[src/rtl/upbus_pkg.sv]
`default_nettype none
// +----------------------------------------------------------------------+
// | upbus_pkg : shared widths, error read data and FSM encoding for the  |
// |             upbus decoder.                                           |
// | Revision  : 1.0                                                      |
// +----------------------------------------------------------------------+
package upbus_pkg;

  localparam int UPBUS_AW = 25;
  localparam int UPBUS_DW = 16;

  localparam logic [UPBUS_DW-1:0] RDD_UNMAPPED = 16'hBAD0;
  localparam logic [UPBUS_DW-1:0] RDD_TIMEOUT  = 16'hDEAD;

  typedef enum logic [1:0] {
    ST_IDLE = 2'd0,
    ST_ACC  = 2'd1,
    ST_DONE = 2'd2
  } upbus_state_t;

endpackage
`default_nettype wire

[src/rtl/upbus_tout.sv]
`default_nettype none
// +----------------------------------------------------------------------+
// | upbus_tout : clear/enable access timeout counter; expired holds once |
// |              the count reaches TOUT_MAX.                             |
// | Revision   : 1.0                                                     |
// +----------------------------------------------------------------------+
module upbus_tout #(
  parameter int TOUT_W   = 8,
  parameter int TOUT_MAX = 255
) (
  input  logic sclk,
  input  logic rst_,
  input  logic clr,
  input  logic en,
  output logic expired
);

  logic [TOUT_W-1:0] r_cnt;

  always_ff @(posedge sclk or negedge rst_) begin
    if (!rst_) begin
      r_cnt <= '0;
    end else if (clr) begin
      r_cnt <= '0;
    end else if (en && !expired) begin
      r_cnt <= r_cnt + 1'b1;
    end
  end

  assign expired = (r_cnt == TOUT_W'(TOUT_MAX));

endmodule
`default_nettype wire

[src/rtl/upbus_dec.sv]
`default_nettype none
// +----------------------------------------------------------------------+
// | upbus_dec : up_* bus address decoder / slave arbiter with read mux,  |
// |             level up_rdy and sticky error flags.                     |
// |             UPBUS_TIMEOUT_EN enables the slave timeout counter.      |
// | Revision  : 1.0                                                      |
// +----------------------------------------------------------------------+
module upbus_dec
  import upbus_pkg::*;
#(
  parameter int NSLV     = 4,
  parameter int SLV_AW   = 20,
  parameter int TOUT_W   = 8,
  parameter int TOUT_MAX = 255
) (
  input  logic                     sclk,
  input  logic                     rst_,
  input  logic [UPBUS_AW-1:0]      up_addr,
  input  logic                     up_cs,
  input  logic                     up_rds,
  input  logic                     up_wrs,
  input  logic [UPBUS_DW-1:0]      up_wrd,
  output logic [UPBUS_DW-1:0]      up_rdd,
  output logic                     up_rdy,
  output logic [NSLV-1:0]          slv_sel,
  output logic [SLV_AW-1:0]        slv_addr,
  output logic [NSLV-1:0]          slv_rds,
  output logic [NSLV-1:0]          slv_wrs,
  output logic [UPBUS_DW-1:0]      slv_wrd,
  input  logic [UPBUS_DW*NSLV-1:0] slv_rdd,
  input  logic [NSLV-1:0]          slv_rdy,
  input  logic                     err_clr,
  output logic                     err_dec,
  output logic                     err_tout
);

  localparam int IW = UPBUS_AW - SLV_AW;

  upbus_state_t          r_state;
  logic                  r_is_wr;
  logic [UPBUS_DW-1:0]   r_up_rdd;
  logic                  r_up_rdy;
  logic [NSLV-1:0]       r_slv_sel;
  logic [SLV_AW-1:0]     r_slv_addr;
  logic [NSLV-1:0]       r_slv_rds;
  logic [NSLV-1:0]       r_slv_wrs;
  logic [UPBUS_DW-1:0]   r_slv_wrd;
  logic                  r_err_dec;
  logic                  r_err_tout;

  logic [IW-1:0]         w_idx;
  logic                  w_mapped;
  logic [NSLV-1:0]       w_sel;
  logic                  w_rdy;
  logic [UPBUS_DW-1:0]   w_rdd;
  logic                  w_expired;

  assign w_idx    = up_addr[UPBUS_AW-1:SLV_AW];
  assign w_mapped = ({1'b0, w_idx} < (IW+1)'(NSLV));

  // The registered one-hot select doubles as the read/ready mux control.
  always_comb begin
    w_sel = '0;
    w_rdd = '0;
    for (int i = 0; i < NSLV; i++) begin
      w_sel[i] = (w_idx == IW'(i));
      if (r_slv_sel[i]) begin
        w_rdd = w_rdd | slv_rdd[UPBUS_DW*i +: UPBUS_DW];
      end
    end
    w_rdy = |(slv_rdy & r_slv_sel);
  end

`ifdef UPBUS_TIMEOUT_EN
  upbus_tout #(
    .TOUT_W   (TOUT_W),
    .TOUT_MAX (TOUT_MAX)
  ) u_tout (
    .sclk    (sclk),
    .rst_    (rst_),
    .clr     (r_state != ST_ACC),
    .en      (r_state == ST_ACC),
    .expired (w_expired)
  );
`else
  assign w_expired = 1'b0;
`endif

  always_ff @(posedge sclk or negedge rst_) begin
    if (!rst_) begin
      r_state    <= ST_IDLE;
      r_is_wr    <= 1'b0;
      r_up_rdd   <= '0;
      r_up_rdy   <= 1'b0;
      r_slv_sel  <= '0;
      r_slv_addr <= '0;
      r_slv_rds  <= '0;
      r_slv_wrs  <= '0;
      r_slv_wrd  <= '0;
      r_err_dec  <= 1'b0;
      r_err_tout <= 1'b0;
    end else begin
      r_slv_rds <= '0;
      r_slv_wrs <= '0;
      // Flag sets below come later in the block so they win over a clear.
      if (err_clr) begin
        r_err_dec  <= 1'b0;
        r_err_tout <= 1'b0;
      end
      case (r_state)
        ST_IDLE: begin
          if (up_rds || up_wrs) begin
            r_is_wr    <= up_wrs;
            r_slv_addr <= up_addr[SLV_AW-1:0];
            r_slv_wrd  <= up_wrd;
            if (w_mapped) begin
              r_state   <= ST_ACC;
              r_slv_sel <= w_sel;
              if (up_wrs) r_slv_wrs <= w_sel;
              else        r_slv_rds <= w_sel;
            end else begin
              r_state   <= ST_DONE;
              r_up_rdy  <= 1'b1;
              r_err_dec <= 1'b1;
              if (!up_wrs) r_up_rdd <= RDD_UNMAPPED;
            end
          end
        end
        ST_ACC: begin
          if (!up_cs) begin
            r_state   <= ST_IDLE;
            r_slv_sel <= '0;
          end else if (w_rdy) begin
            r_state  <= ST_DONE;
            r_up_rdy <= 1'b1;
            if (!r_is_wr) r_up_rdd <= w_rdd;
          end else if (w_expired) begin
            r_state    <= ST_DONE;
            r_up_rdy   <= 1'b1;
            r_err_tout <= 1'b1;
            if (!r_is_wr) r_up_rdd <= RDD_TIMEOUT;
          end
        end
        ST_DONE: begin
          if (!up_cs) begin
            r_state   <= ST_IDLE;
            r_up_rdy  <= 1'b0;
            r_slv_sel <= '0;
          end
        end
        default: begin
          r_state   <= ST_IDLE;
          r_up_rdy  <= 1'b0;
          r_slv_sel <= '0;
        end
      endcase
    end
  end

  assign up_rdd   = r_up_rdd;
  assign up_rdy   = r_up_rdy;
  assign slv_sel  = r_slv_sel;
  assign slv_addr = r_slv_addr;
  assign slv_rds  = r_slv_rds;
  assign slv_wrs  = r_slv_wrs;
  assign slv_wrd  = r_slv_wrd;
  assign err_dec  = r_err_dec;
  assign err_tout = r_err_tout;

endmodule
`default_nettype wire

[config.mk]
export PLATFORM = sky130hd
export DESIGN_NAME = upbus_dec
export DESIGN_NICKNAME = d
export VERILOG_FILES = /design/src/rtl/upbus_pkg.sv /design/src/rtl/upbus_tout.sv /design/src/rtl/upbus_dec.sv
export SDC_FILE = /design/constraint.sdc
export NUM_CORES = 1
export LEC_CHECK = 0
export ABC_AREA = 1
export BUFFER_PORTS_ARGS = -buffer_cell sky130_fd_sc_hd__buf_2
export CAP_MARGIN = 20
export CELL_PAD_IN_SITES_DETAIL_PLACEMENT = 1
export CELL_PAD_IN_SITES_GLOBAL_PLACEMENT = 2
export CORE_AREA = 5 5 122 148
export CTS_BUF_LIST = sky130_fd_sc_hd__clkbuf_16
export CTS_CLUSTER_SIZE = 12
export DETAILED_ROUTE_END_ITERATION = 8
export DIE_AREA = 0 0 127 153
export PLACE_DENSITY_LB_ADDON = 0.1
export REMOVE_ABC_BUFFERS = 1
export SYNTH_ARGS = -nofsm -noshare
export SYNTH_HDL_FRONTEND = slang
export SYNTH_SLANG_ARGS = --single-unit
[constraint.sdc]
create_clock -name sclk -period 1.6 [get_ports sclk]
set_input_delay 0.08 -clock sclk [delete_from_list [all_inputs] [get_ports sclk]]
set_output_delay 0.08 -clock sclk [all_outputs]
set_load 0.02 [all_outputs]
==> results of run 1 <==
path summary, 6_finish.rpt:
kind | slack [ns] | endpoint | depth (start not counted) | start
max in group asynchronous | 0.92 | slv_addr[19] | 3 | rst_
max reg2reg | -0.02 | up_rdd[1] | 10 | r_state[1]
max | -0.02 | up_rdd[1] | 10 | r_state[1]
min | 0.03 | r_is_wr | 3 | up_wrs
min in group asynchronous | 0.12 | slv_addr[9] | 2 | rst_
min reg2reg | 0.46 | slv_addr[14] | 2 | slv_addr[14]
state kept, by name (all words and copies together) (netlist names):
register  count
slv_addr     20
r_is_wr       1
up_rdy        1
slv_wrd      16
slv_wrs       4
up_rdd       16
err_dec       1
slv_rds       4
slv_sel       4
r_state       2
layer usage:
layer	wire (µm)	share of wire [%]	global-route usage [%]	vias to the layer above
li1	-	-	-	1895
met1	5800	43	17.1	1740
met2	6460	48	23.1	137
met3	1020	7.5	3.80	16
met4	228	1.7	4.39	0
met5	0	0	0	-
worst reg2reg max path, delay by kind of cell (launching register included):
kind	cells	cell delay [ns]
buffers and inverters	3	0.28
adders and majority gates	1	0.20
and+or+nand+nor	6	0.63
DFF	1	0.39
metrics by stage:
step | utilization (%) | hold slack, ns | power (µW) | instances | setup WS [ns]
after floorplan | - | -0.216 | 4850 | 441 | -1.52
after global placement | 28.3 | -0.0685 | 6480 | 861 | -0.0730
after detailed placement | 28.3 | -0.0688 | 6560 | 861 | -0.166
after CTS | 32.8 | 0.0609 | 8790 | 918 | 0.00250
after global routing | 33.3 | 0.0302 | 9440 | 920 | -0.0969
final | 33.3 | 0.0285 | 8750 | 920 | -0.0161
logic make-up (layout without fill, tap and decap cells):
kind of cell / after synthesis / in the layout / share of synthesized area [%]
other: 1 / 1 / 0.111
AOI/OAI and AO/OA: 17 / 17 / 2.55
and+or+nand+nor: 328 / 329 / 39.6
buffers and inverters: 43 / 285 / 5.65
DFF: 69 / 69 / 51.0
adders and majority gates: 3 / 3 / 1.11
cell type report:
type | count | area, µm²
Clock buffer | 9 | 225
Clock inverter | 7 | 67.6
Fill cell | 2041 | 11000
Inverter | 23 | 91.3
Multi-Input combinational cell | 350 | 1570
Sequential cell | 69 | 1730
Tap cell | 216 | 270
Timing Repair Buffer | 246 | 1540
layout by cell type (no fill, tap or decap), types with 6 or more instances in the layout:
cell type      count
a21oi_1            8
buf_2            179
buf_4             22
clkbuf_16          9
dfrtp_1           69
dlygate4sd3_1     40
inv_1             20
nand2_1          247
nand2_2           10
nand3_1           15
nand4_1           10
nor2_1            32
o21ai_0            6
repair_timing:
item / CTS / global route
buffers inserted: 0 / 2
gates resized for setup: 11 / 19
setup endpoints to repair: 52 / 54
endpoints found under the hold margin: 108 / 0
hold buffers: 40 / 0
pin swaps: 1 / 7
gates cloned: 1 / 0
report_power, final:
part           internal, µW  leakage, µW  total, µW  switching (µW)
Combinational          1480      0.00210       4080            2590
Sequential             2370     0.000871       2710             331
Clock                  1200     0.000143       1970             775
Total                  5050      0.00311       8750            3700
==> flow_summary.rst, run 1 <==
.. list-table::
   :header-rows: 1

   * - Metric
     - Value
   * - # nets final
     - between 800 and 900
   * - Share of cells above drive strength 1
     - between 30% and 40%
   * - Number of storage elements in the synthesis netlist
     - between 60 and 70
   * - Worst-path clk slew
     - approximately 0.060 ns
   * - Combined area of all synthesized cells
     - between 3000 and 4000 µm²
   * - Highest cell delay on the worst timing path
     - roughly 0.39 ns
   * - Cell leakage power
     - roughly 0.0031 µW
   * - Most frequent cell after synthesis
     - nand2_1
   * - Main synth FF type
     - dfrtp_1
   * - Clock root buffer
     - clkbuf_16
   * - Post-synthesis instance total
     - 461
   * - Max-Cap Viols
     - 0
   * - CTS tree
     - done
   * - Number of nets with antenna violations after detailed routing
     - 0
   * - Buffers and inverters on the worst path
     - 3
   * - Maximum clock skew at final layout
     - 0.00487 ns
   * - Largest cells by area after synthesis
     - dfrtp_1 51%, nand2_1 29%, nor2_1 4.0%
   * - Overall die area
     - 19,400 µm²
   * - Number of optimization iterations in the first detailed-route pass
     - 5
   * - Kind of cell with the highest combined delay on the critical path
     - simple AND/OR/NAND/NOR gates
   * - Clock buffer depth
     - 2
   * - Ys async rst share
     - 100%
   * - Via-to-Cell Ratio
     - 4.12
   * - Sequential fraction of the synthesis area
     - approximately half
   * - I/O pin cnt
     - 182
   * - Initial Util
     - approximately a fifth
   * - Final critical-path setup slack
     - -0.0161 ns
   * - Final wirelength
     - around 14 mm
   * - Setup TNS
     - -0.0161 ns
   * - Die Width
     - around 130 µm
   * - Total global routing track utilization
     - roughly 14%
   * - Number of vias after detailed routing
     - between 3,000 and 4,000
   * - CP Data Required Time
     - 1.82 ns
   * - Number of design rule violations left after detail routing
     - 0
   * - DPL Wire Length
     - 10.2 mm
   * - Gp weighted congestion
     - between 0.7 and 0.8
   * - Via count of the first global-routing pass
     - 4,079
   * - Yosys warning total
     - 0
   * - Critical Path Sink Type
     - flop
   * - Crit Path Max Fanout
     - 8
   * - Number of buffers inserted by port buffering
     - between 150 and 200
   * - Die Y-Extent
     - 153 µm
   * - Core Rows
     - 52
   * - Synth cell count leaders
     - 258 x nand2_1, 69 x dfrtp_1, 36 x nor2_1, 21 x inv_1
   * - Violation count after the first detailed-route iteration
     - about 110
   * - Placeable core area
     - roughly 17,000 µm²
   * - Achievable Freq
     - between 0.6 and 0.7 GHz
   * - Setup-violating endpoint count in the final report
     - 1
   * - Per-instance average area after synthesis
     - 7.35 µm²
   * - Maximum number of pins on one net before global-route repair
     - 60
   * - Max-slew violations
     - 0
   * - Hold/Removal Path Class
     - in2reg
   * - Signed area change from the synthesized netlist to the final layout
     - 62.3%
   * - Post-layout instance area
     - about 5500 µm²
   * - Cell breakdown of the critical path
     - inv_2 > ha_4 > inv_6 > nand2_4 > buf_6 > nand3_4 > nor2_8 > nand3_4 > nand2_2 > nand2_1
   * - Total power density per cell area
     - around 1600 nW/µm²
   * - Proportion of netlist area held by the largest area contributor
     - between 50% and 60%
   * - Violations in the final reports
     - negative setup slack
   * - Count of inserted antenna diode cells
     - 0
   * - Maximum vdd drop
     - 0.000484 V
   * - Critical path data arrival time
     - approximately 1.8 ns
   * - Total overflow reported by the global router
     - 0
   * - Number of library cell types mapped by synthesis
     - 24
   * - First-pass GRT wire length
     - 21.5 mm
   * - Crit start category
     - flop
   * - Critical path class
     - reg2reg
   * - Most frequent cell on the critical path
     - nand3_4
   * - Final critical delay including setup and external delays
     - 1.62 ns
   * - Outcome
     - finished, violations left
   * - Number of synthesized flops with an enable pin
     - 0
   * - Initial antenna violation count
     - 0
   * - Setup repair after global routing missed its margin
     - yes
   * - Clk_lat worst skew
     - 0.33 ns
   * - Routed len/inst
     - approximately 15 µm
   * - Final Hold Viols
     - 0
   * - Largest area contributor in the synthesized netlist
     - dfrtp_1
   * - Clock sinks
     - 69
   * - Number of H-tree branching levels
     - 3
   * - Slowest cell on the critical path
     - dfrtp_1
   * - Num CTS Buffers
     - 9
   * - Final Cycle Share
     - 101%
   * - Placement Cell Area
     - about 4700 µm²
No activity file was read; power rests on OpenSTA's default activity.
==> run 2: changes to the inputs <==
- CORE_AREA: 5 5 122 148 -> 5 5 134 136
- DIE_AREA: 0 0 127 153 -> 0 0 139 141
==> run 2 against run 1 <==
Compared with the run above: clock skew increased by 0.0040 ns; global-route usage increased by 0.18 points; combinational power decreased by 6.1%; the run now ends clean; via count decreased by 1.6%; core utilization decreased by 1.3 points; sequential power about the same; die area increased by 0.86%; final cell count increased by 0.11%; clock power decreased by 12%; critical path type unchanged; worst hold slack improved by 0.042 ns; critical path depth decreased by 3.
==> flow_summary.rst, run 2 (same netlist as run 1, synthesis figures left out) <==
.. list-table::
   :header-rows: 1

   * - Metric
     - Value
   * - Worst hold slack
     - 0.0704 ns (was 0.0285 ns)
   * - Gp weighted congestion
     - 0.745 (was 0.736)
   * - Achievable Freq
     - 0.670 GHz (was 0.619 GHz)
   * - Most common cell after layout, fill and taps aside
     - nand2_1 (unchanged)
   * - Die Y-Extent
     - 141 µm (was 153 µm)
   * - Initial Util
     - 20.1% (was 20.5%)
   * - Routed len/inst
     - 14.7 µm (about the same)
   * - # fillers
     - 2,093 (was 2,041)
   * - Initial antenna violation count
     - 0 (unchanged)
   * - Placeable core area
     - 16,800 µm² (was 16,500 µm²)
   * - Clk_lat worst skew
     - 0.34 ns (was 0.33 ns)
   * - Part of the power in combinational logic
     - 46.3% (was 46.6%)
   * - Maximum vdd drop
     - 0.000500 V (was 0.000484 V)
   * - Via count of the first global-routing pass
     - 4,082 (was 4,079)
   * - Number of vias after detailed routing
     - 3,727 (was 3,788)
   * - Critical path class
     - reg2reg (unchanged)
   * - Total overflow reported by the global router
     - 0 (unchanged)
   * - Cell leakage power
     - 0.00306 µW (was 0.00311 µW)
   * - CP Data Required Time
     - 1.81 ns (was 1.82 ns)
   * - Number of nets with antenna violations after detailed routing
     - 0 (unchanged)
   * - Internal portion of total power
     - 4700 µW (was 5050 µW)
   * - Num CTS Buffers
     - 9 (unchanged)
   * - Final wirelength
     - 13.5 mm (about the same)
   * - Flip-flop count of the largest register, all copies and words added
     - 20 (unchanged)
   * - Total global routing track utilization
     - 14.0% (was 13.8%)
   * - Post-layout instance area
     - 5370 µm² (was 5500 µm²)
   * - Outcome
     - finished clean (was finished, violations left)
   * - Max-Cap Viols
     - 0 (unchanged)
   * - Crit Path Max Fanout
     - 5 (was 8)
   * - Clock buffer depth
     - 2 (unchanged)
   * - Final critical delay including setup and external delays
     - 1.49 ns (was 1.62 ns)
   * - Setup-violating endpoint count in the final report
     - 0 (was 1)
   * - Placed Instances
     - 863 (was 861)
   * - Clock sinks
     - 69 (unchanged)
   * - Via-to-Cell Ratio
     - 4.05 (was 4.12)
   * - Clock root buffer
     - clkbuf_16 (unchanged)
   * - Most used cells in the layout excluding fill and tap cells
     - 256 x nand2_1, 179 x buf_2, 69 x dfrtp_1, 40 x dlygate4sd3_1, 34 x nor2_1 (was 247 x nand2_1, 179 x buf_2, 69 x dfrtp_1, 40 x dlygate4sd3_1, 32 x nor2_1)
   * - Core Rows
     - 48 (was 52)
   * - Overall die area
     - 19,600 µm² (was 19,400 µm²)
   * - Total power density per cell area
     - 1540 nW/µm² (was 1590 nW/µm²)
   * - Share of cells above drive strength 1
     - 32.8% (was 35.7%)
   * - # nets final
     - 811 (was 817)
   * - Final Hold Viols
     - 0 (unchanged)
   * - Register share of total power
     - 32.6% (was 30.9%)
   * - Final Cycle Share
     - 93.3% (was 101%)
   * - Count of inserted antenna diode cells
     - 0 (unchanged)
   * - Proportion of total power due to net switching
     - 43.1% (was 42.3%)
   * - Clock network power share
     - 21.1% (was 22.5%)
   * - Critical path data arrival time
     - 1.70 ns (was 1.83 ns)
   * - Maximum clock skew at final layout
     - 0.00887 ns (was 0.00487 ns)
   * - Critical Path Sink Type
     - flop (unchanged)
   * - Violation count after the first detailed-route iteration
     - 102 (was 105)
   * - Number of design rule violations left after detail routing
     - 0 (unchanged)
   * - Setup TNS
     - 0 ns (was -0.0161 ns)
   * - Max-slew violations
     - 0 (unchanged)
   * - Die Width
     - 139 µm (was 127 µm)
   * - DPL Wire Length
     - 9.82 mm (was 10.2 mm)
   * - Hold/Removal Path Class
     - in2reg (unchanged)
   * - Fin util
     - 31.9% (was 33.3%)
   * - CTS tree
     - done (unchanged)
   * - I/O pin cnt
     - 182 (unchanged)
   * - Crit start category
     - flop (unchanged)
   * - Worst-path clk slew
     - 0.06 ns (about the same)
   * - Maximum number of pins on one net before global-route repair
     - 39 (was 60)
   * - Post-layout instance count excluding filler cells
     - 921 (was 920)
   * - Signed area change from the synthesized netlist to the final layout
     - 58.4% (was 62.3%)
   * - First-pass GRT wire length
     - 21.8 mm (was 21.5 mm)
   * - Placement Cell Area
     - 4620 µm² (was 4680 µm²)
   * - Total net switching power
     - 3560 µW (was 3700 µW)
   * - Number of buffers inserted by port buffering
     - 180 (unchanged)
   * - Number of optimization iterations in the first detailed-route pass
     - 4 (was 5)
   * - Number of H-tree branching levels
     - 3 (unchanged)
## run 2: routing by layer
layer	up-vias	GRT usage, %	share of wire, %
li1	1880	-	-
met1	1723	17.7	45
met2	107	23.2	48
met3	17	3.32	4.9
met4	0	5.15	1.9
met5	-	0	0
## run 2: final cells by class
class / count / area (µm²) / share of cell area (%)
sequential: 69 / 1730 / 32.2
multi-input combinational: 350 / 1540 / 28.8
timing repair buffer: 240 / 1480 / 27.6
tap: 225 / 282 / 5.24
clock buffer: 9 / 225 / 4.20
inverter: 23 / 88.8 / 1.66
clock inverter: 5 / 22.5 / 0.420
## run 2: per-stage QoR
| stage | worst slack, ns | power, µW |
|---|---|---|
| 2_1_floorplan | -1.52 | 4850 |
| 3_3_place_gp | -0.0544 | 6350 |
| 3_5_place_dp | -0.174 | 6420 |
| 4_1_cts | 0.00281 | 8370 |
| 5_1_grt | -0.000583 | 8970 |
| 6_report | 0.107 | 8270 |
## run 2: power by group through the flow
stage | combinational, µW | sequential, µW | clock [µW]
6_report | 3830 | 2690 | 1740
2_1_floorplan | 1390 | 3460 | 0
4_1_cts | 3860 | 2700 | 1810
5_1_grt | 4300 | 2780 | 1890
3_5_place_dp | 3700 | 2720 | 0
3_3_place_gp | 3630 | 2710 | 0
## run 2: repair_timing
action | CTS | global route
hold buffers | 40 | 0
gates resized for setup | 6 | 9
setup buffers | 0 | 3
gates cloned | 1 | 0
endpoints found under the hold margin | 71 | 0
pin swaps | 0 | 3
setup endpoints to repair | 47 | 53
## run 2: worst max-delay path: stages (launching register included)
cell,delay [ns]
dfrtp_1,0.38
buf_4,0.14
ha_4,0.17
buf_4,0.13
nand2_1,0.08
inv_1,0.04
a21oi_1,0.26
o21ai_0,0.14
## run 2: final timing paths
path	startpoint	endpoint	slack [ns]	cells past startpoint
worst max-delay path	r_state[0]	r_state[1]	0.11	7
worst min-delay path	up_wrs	slv_wrs[0]	0.07	3
worst max register to register	r_state[0]	r_state[1]	0.11	7
worst min register to register	slv_addr[17]	slv_addr[17]	0.46	2
max in group asynchronous	rst_	slv_addr[16]	0.77	3
min in group asynchronous	rst_	slv_addr[15]	0.24	2
